<file path="config.mk">
export PLATFORM = sky130hd
export DESIGN_NAME = game_sequencer
export DESIGN_NICKNAME = d
export VERILOG_FILES = /design/src/rtl/game_sequencer.sv
export SDC_FILE = /design/constraint.sdc
export NUM_CORES = 1
export LEC_CHECK = 0
export CELL_PAD_IN_SITES_DETAIL_PLACEMENT = 1
export CELL_PAD_IN_SITES_GLOBAL_PLACEMENT = 1
export CORE_UTILIZATION = 36
export CTS_CLUSTER_DIAMETER = 50
export CTS_CLUSTER_SIZE = 16
export DETAILED_ROUTE_END_ITERATION = 7
export GPL_TIMING_DRIVEN = 1
export HOLD_SLACK_MARGIN = 0.08
export PLACE_DENSITY_LB_ADDON = 0.1
export SYNTH_ARGS = -nofsm -noshare
export SYNTH_HDL_FRONTEND = slang
export SYNTH_SLANG_ARGS = --single-unit
</file>
<file path="constraint.sdc">
create_clock -name clk_i -period 1.5 [get_ports clk_i]
set_input_delay 0.3 -clock clk_i [delete_from_list [all_inputs] [get_ports clk_i]]
set_output_delay 0.3 -clock clk_i [all_outputs]
set_load 0.005 [all_outputs]
</file>
<file path="src/rtl/game_sequencer.sv">
// game_sequencer: dino-runner game controller (STARTING/PLAYING/HIT sequencing, obstacle spawns,
// collision detection, score pacing). Define GAME_SEQ_GODMODE_EN to compile out the collision path.
module game_sequencer #(
    parameter int MIN_GAP   = 40,
    parameter int SCORE_DIV = 6,
    parameter int HIT_HOLD  = 60
) (
    input  logic        clk_i,
    input  logic        rst_ni,
    input  logic        start_i,
    input  logic        next_frame_i,
    input  logic        visible_i,
    input  logic        dino_pixel_i,
    input  logic        bird_pixel_i,
    input  logic        cactus_pixel_i,
    input  logic [15:0] rand_i,
    output logic [1:0]  state_o,
    output logic        lfsr_next_o,
    output logic        score_en_o,
    output logic        bird_spawn_o,
    output logic        cactus_spawn_o,
    output logic        hit_o,
    output logic        title_en_o,
    output logic        round_rst_no
);

    localparam logic [1:0] ST_STARTING = 2'd0;
    localparam logic [1:0] ST_PLAYING  = 2'd1;
    localparam logic [1:0] ST_HIT      = 2'd2;

    localparam logic [7:0] LP_MIN_GAP  = MIN_GAP[7:0];
    localparam logic [7:0] LP_DIV_LAST = 8'(SCORE_DIV - 1);
    localparam logic [7:0] LP_HIT_HOLD = HIT_HOLD[7:0];

    generate
        if (MIN_GAP < 1 || MIN_GAP > 255) begin : g_bad_min_gap
            $error("game_sequencer: MIN_GAP must be within 1..255");
        end
        if (SCORE_DIV < 1 || SCORE_DIV > 255) begin : g_bad_score_div
            $error("game_sequencer: SCORE_DIV must be within 1..255");
        end
        if (HIT_HOLD < 0 || HIT_HOLD > 255) begin : g_bad_hit_hold
            $error("game_sequencer: HIT_HOLD must be within 0..255");
        end
    endgenerate

    logic [1:0] r_state;
    logic       r_start_q;
    logic [7:0] r_gap;
    logic [7:0] r_div;
    logic [7:0] r_hold;
    logic       r_hit_pend;
    logic       r_lfsr;
    logic       r_score;
    logic       r_bird;
    logic       r_cactus;
    logic       r_hit;
    logic       r_title;
    logic       r_round_rst_n;

    logic [1:0] w_state_nxt;
    logic [7:0] w_gap_nxt;
    logic [7:0] w_div_nxt;
    logic [7:0] w_hold_nxt;
    logic       w_pend_nxt;
    logic       w_lfsr_nxt;
    logic       w_score_nxt;
    logic       w_bird_nxt;
    logic       w_cactus_nxt;
    logic       w_hit_nxt;
    logic       w_title_nxt;
    logic       w_round_rst_n_nxt;

    logic w_start_rise;
    logic w_overlap;
    logic w_collide;
    logic w_frame_ok;
    logic w_gap_full;
    logic w_hold_full;
    logic w_rand_cactus;
    logic w_rand_bird;
    logic w_spawn;
    logic w_unused;

    assign w_start_rise  = start_i & ~r_start_q;
    assign w_gap_full    = (r_gap == LP_MIN_GAP);
    assign w_hold_full   = (r_hold == LP_HIT_HOLD);
    assign w_rand_cactus = (rand_i[12:7] == 6'b101010);
    assign w_rand_bird   = (rand_i[12:8] == 5'b00000);
    assign w_spawn       = w_gap_full & (w_rand_cactus | w_rand_bird);

`ifdef GAME_SEQ_GODMODE_EN
    assign w_overlap = 1'b0;
    assign w_unused  = ^{rand_i[15:13], rand_i[6:0], visible_i, dino_pixel_i,
                         bird_pixel_i, cactus_pixel_i};
`else
    assign w_overlap = visible_i & dino_pixel_i & (bird_pixel_i | cactus_pixel_i);
    assign w_unused  = ^{rand_i[15:13], rand_i[6:0]};
`endif

    // A frame ends the round if an overlap was seen at any point in it, including its last cycle.
    assign w_collide  = next_frame_i & (r_hit_pend | w_overlap);
    assign w_frame_ok = (r_state == ST_PLAYING) & next_frame_i & ~w_collide;

    always_ff @(posedge clk_i or negedge rst_ni) begin
        if (!rst_ni) begin
            r_state       <= ST_STARTING;
            r_start_q     <= 1'b1;
            r_gap         <= 8'd0;
            r_div         <= 8'd0;
            r_hold        <= 8'd0;
            r_hit_pend    <= 1'b0;
            r_lfsr        <= 1'b0;
            r_score       <= 1'b0;
            r_bird        <= 1'b0;
            r_cactus      <= 1'b0;
            r_hit         <= 1'b0;
            r_title       <= 1'b1;
            r_round_rst_n <= 1'b1;
        end else begin
            r_state       <= w_state_nxt;
            r_start_q     <= start_i;
            r_gap         <= w_gap_nxt;
            r_div         <= w_div_nxt;
            r_hold        <= w_hold_nxt;
            r_hit_pend    <= w_pend_nxt;
            r_lfsr        <= w_lfsr_nxt;
            r_score       <= w_score_nxt;
            r_bird        <= w_bird_nxt;
            r_cactus      <= w_cactus_nxt;
            r_hit         <= w_hit_nxt;
            r_title       <= w_title_nxt;
            r_round_rst_n <= w_round_rst_n_nxt;
        end
    end

    always_comb begin
        w_state_nxt = r_state;
        w_gap_nxt   = r_gap;
        w_div_nxt   = r_div;
        w_hold_nxt  = r_hold;
        w_pend_nxt  = 1'b0;
        case (r_state)
            ST_STARTING: begin
                if (w_start_rise) begin
                    w_state_nxt = ST_PLAYING;
                    w_gap_nxt   = 8'd0;
                    w_div_nxt   = 8'd0;
                    w_hold_nxt  = 8'd0;
                end
            end
            ST_PLAYING: begin
                if (next_frame_i) begin
                    if (w_collide) begin
                        w_state_nxt = ST_HIT;
                    end else begin
                        w_div_nxt = (r_div == LP_DIV_LAST) ? 8'd0 : r_div + 8'd1;
                        if (!w_gap_full) begin
                            w_gap_nxt = r_gap + 8'd1;
                        end else if (w_spawn) begin
                            w_gap_nxt = 8'd0;
                        end
                    end
                end else begin
                    w_pend_nxt = r_hit_pend | w_overlap;
                end
            end
            ST_HIT: begin
                // The rise is judged against the hold value before this cycle's frame update.
                if (w_start_rise && w_hold_full) begin
                    w_state_nxt = ST_STARTING;
                end else if (next_frame_i && !w_hold_full) begin
                    w_hold_nxt = r_hold + 8'd1;
                end
            end
            default: begin
                w_state_nxt = ST_STARTING;
            end
        endcase
    end

    always_comb begin
        w_lfsr_nxt        = (w_state_nxt == ST_STARTING) | w_frame_ok;
        w_score_nxt       = w_frame_ok & (r_div == LP_DIV_LAST);
        w_cactus_nxt      = w_frame_ok & w_gap_full & w_rand_cactus;
        w_bird_nxt        = w_frame_ok & w_gap_full & ~w_rand_cactus & w_rand_bird;
        w_title_nxt       = (w_state_nxt == ST_STARTING);
        w_round_rst_n_nxt = ~((r_state == ST_STARTING) & w_start_rise);
`ifdef GAME_SEQ_GODMODE_EN
        w_hit_nxt         = 1'b0;
`else
        w_hit_nxt         = (w_state_nxt == ST_HIT);
`endif
    end

    assign state_o        = r_state;
    assign lfsr_next_o    = r_lfsr;
    assign score_en_o     = r_score;
    assign bird_spawn_o   = r_bird;
    assign cactus_spawn_o = r_cactus;
    assign hit_o          = r_hit;
    assign title_en_o     = r_title;
    assign round_rst_no   = r_round_rst_n;

endmodule

</file>
==> summary.txt <==
========================================================================================
Result of the run ......................................................... complete, but fails checks
Violations in the final reports ........................................... negative setup slack
Routed Antenna Nets .......................................................            0
Max Clk Rate ..............................................................      608 MHz
Height of the die .........................................................      74.5 um
Total Wirelength ..........................................................      5.89 mm
Half-perimeter wire length after placement ................................      3.91 mm
R2R depth .................................................................            5
Post-route clock period utilization .......................................         110%
Placement Setup Slack .....................................................    -0.574 ns
Number of detailed-route iterations in the first pass .....................            4
Buffer depth of the longest clock path ....................................            2
Max stage delay on crit path ..............................................      0.47 ns
Number of buffers and inverters on the critical path ......................            1
Vias in the first global route ............................................        1,913
Count of cells along the worst hold path ..................................            3
Largest vdd supply drop ...................................................     0.768 mV
Number of different library cells in the post-synthesis netlist ...........           54
Launch point of the worst path ............................................   state_o[1]
Cell chain of the critical path ........................................... nor4b_4 -> buf_4 -> a21o_4 -> a21oi_2 -> a31o_2
Class of the tightest hold or removal check ............................... primary input to flip-flop
Kind of end point of the critical path ....................................    flip-flop
Cells taking the most area after synthesis ................................ sky130_fd_sc_hd__dfrtp_1, sky130_fd_sc_hd__o21ai_0, sky130_fd_sc_hd__dfstp_2
Total Die Area ............................................................     5560 um2
Count of standard-cell rows ...............................................           26
Power Dens Cells ..........................................................  1420 nW/um2
CP Data Arrival Time ......................................................      1.83 ns
Worst Clk Skew ............................................................   0.00482 ns
Number of enable-type register cells in the synthesized netlist ...........            0
Clock tree from TritonCTS .................................................         done
Largest net degree at the start of global routing .........................           36
CP Max Fanout .............................................................            6
Num Clock Sinks ...........................................................           35
Required time of the critical path ........................................      1.68 ns
Remaining routing DRC violations ..........................................            0
Fill count ................................................................          564
Top flip-flop cell by instance count after synthesis ...................... sky130_fd_sc_hd__dfrtp_1
Clock slew at the register clock pins of the worst setup and hold paths ...      0.07 ns
Slack of the worst reg-to-reg path ........................................     -0.14 ns
Syn_area_per_cell .........................................................     9.92 um2
Net count, final ..........................................................          309
Clock buffer count from CTS ...............................................            5
Worst slew margin relative to its limit ...................................        62.0%
Seq/Total Area, Yosys .....................................................        46.4%
Register Area .............................................................      882 um2
Worst hold endpoint .......................................................   r_hit_pend
Area fraction of the dominant cell type after synthesis ...................        42.3%
Antenna violations before repair ..........................................            0
Number of H-tree branching levels .........................................            2
Warning count from the yosys run ..........................................            0
Slew Viols, Final .........................................................            0
Syn Nets ..................................................................          221
Antenna diode count .......................................................            0
Placeable core area .......................................................     5070 um2
Library cell occupying the most area in the post-synthesis netlist ........ sky130_fd_sc_hd__dfrtp_1
Via-to-Cell Ratio .........................................................         5.23
Post-layout min period ....................................................      1.64 ns
Clock Latency Late Sink ...................................................      0.29 ns
Number of port buffers ....................................................           22
Slowest stage cell on the critical path ................................... sky130_fd_sc_hd__dfrtp_2
Number of cells produced by synthesis .....................................          191
Synth async-reset ratio ...................................................         100%
Post-CTS Hold Buffers .....................................................            0
Root buffer selected by CTS ............................................... sky130_fd_sc_hd__clkbuf_8
Synth Register Bits .......................................................           35
Post-Place Cell Area ......................................................     2570 um2
Capture point of the worst reg-to-reg path ................................     r_gap[4]
P&R area growth vs syn ....................................................        61.6%
Slew @ Worst Pin ..........................................................     0.566 ns
Total global routing overflow .............................................            0
Post-detailed-route wirelength per cell ...................................      16.8 um
Vias post-DR ..............................................................        1,829
Critical hold path startpoint ............................................. next_frame_i
Final Wtd Congestion ......................................................        0.804
Die Width .................................................................      74.5 um
Summed negative setup slack over all endpoints ............................     -1.66 ns
Global-route wire length before repair ....................................      9.11 mm
Setup Viol. Count Final ...................................................           23
Total GRT Usage ...........................................................        22.0%
Launching element type of the critical path ...............................    flip-flop
RSZ-0062 raised after global routing ......................................          yes
Layout cells sized above 1 ................................................        46.4%
Combined area of all synthesized cells ....................................     1890 um2
Area of all placed cells without fillers ..................................     3060 um2
Number of maximum-capacitance constraint violations .......................            0
Initial drt markers .......................................................           18
Post-route setup slack ....................................................    -0.144 ns
Multi-input gate area in the final layout .................................     1230 um2
Worst reg2reg startpoint ..................................................   state_o[1]
Leak pwr ..................................................................      1.35 nW
Initial Util ..............................................................        37.3%
I/O pin total .............................................................           33
Path type of the worst setup path ......................................... flip-flop to flip-flop
Final hold vios ...........................................................            0
Category of cells accounting for the largest share of critical-path delay .   flip-flops
========================================================================================
power by group:
group	switching [W]	internal, W
logic	0.00102	0.00129
registers	0.000161	0.00113
clock network	0.000345	0.000419
final cells by class:
| class | count | share of cell area (%) |
|---|---|---|
| Multi-Input combinational cell | 142 | 40.3 |
| Inverter | 11 | 1.35 |
| Sequential cell | 35 | 28.8 |
| Clock buffer | 8 | 3.27 |
| Timing Repair Buffer | 84 | 23.5 |
| Tap cell | 70 | 2.86 |
cells by family after synthesis:
group | Yosys count | share of synthesized area (%)
AND/OR/NAND/NOR | 77 | 24.6
AO/OA/AOI/OAI | 51 | 17.6
flip-flops | 35 | 46.4
buffers and inverters | 15 | 3.43
adder cells (fa/ha/maj) | 6 | 3.96
multiplexers | 5 | 2.97
XOR/XNOR | 2 | 0.925
worst max path at each step:
stage,slack [ns],cells after the start,end
floorplan,-0.08,5,r_gap[0]
global placement,-0.54,5,r_gap[0]
detailed placement,-0.57,5,r_gap[0]
CTS,-0.13,4,bird_spawn_o
global route,-0.19,4,cactus_spawn_o
finish,-0.14,5,r_gap[4]
per-layer routing:
metal  up-vias  GRT usage (%)  wire [um]
met4         0           8.39         81
met5         -              0          0
li1        885              -          -
met3        10           2.98        120
met2        26           39.8       3150
met1       908           26.4       2540
flip-flops by register name (all words and copies together) (netlist names), 2 cells and up:
signal	count
r_hold	8
state_o	2
r_div	8
r_gap	8
worst reg2reg max path, delay by kind of cell (launching register included):
family          cells  cell delay, ns
buf+inv             1            0.19
flops               1            0.47
simple gates        1            0.44
compound gates      3            0.45
metrics by stage:
stage	hold slack, ns	instances	utilization [%]	total power [W]
floorplan	0.00441	191	-	0.00205
global placement	0.496	328	50.7	0.00289
detailed placement	0.498	328	50.7	0.00297
CTS	0.391	346	56.4	0.00403
global route	0.389	350	60.3	0.00462
finish	0.374	350	60.3	0.00436
cell usage in the layout, fill, tap and decap left out, types with 7 or more instances in the layout:
cell type and n:
sky130_fd_sc_hd__clkbuf_8 7, sky130_fd_sc_hd__buf_4 54, sky130_fd_sc_hd__clkdlybuf4s50_1 14, sky130_fd_sc_hd__o21ai_0 7, sky130_fd_sc_hd__dlygate4sd2_1 7, sky130_fd_sc_hd__buf_6 7
sky130_fd_sc_hd__dfrtp_1 30, sky130_fd_sc_hd__o21ai_1 7, sky130_fd_sc_hd__nand2_1 9, sky130_fd_sc_hd__nand3_1 8, sky130_fd_sc_hd__nor2_1 14, sky130_fd_sc_hd__inv_1 8
cells in the mapped netlist (4+ instances only):
library cell                n
sky130_fd_sc_hd__dfrtp_1   32
sky130_fd_sc_hd__o21ai_0   18
sky130_fd_sc_hd__nor2_1    17
sky130_fd_sc_hd__nand3_1   12
sky130_fd_sc_hd__inv_1     11
sky130_fd_sc_hd__nand2_1   10
sky130_fd_sc_hd__a21oi_1    9
sky130_fd_sc_hd__ha_1       6
sky130_fd_sc_hd__nor3_1     6
sky130_fd_sc_hd__and3_1     5
sky130_fd_sc_hd__nand2b_1   4
timing repair:
| item | in CTS | in global routing |
|---|---|---|
| pin swaps | 18 | 19 |
| cloned | 1 | 1 |
| buffers inserted | 9 | 5 |
| endpoints found under the setup margin | 34 | 29 |
| gates resized for setup | 38 | 45 |
Power figures use the tool's default switching activity.
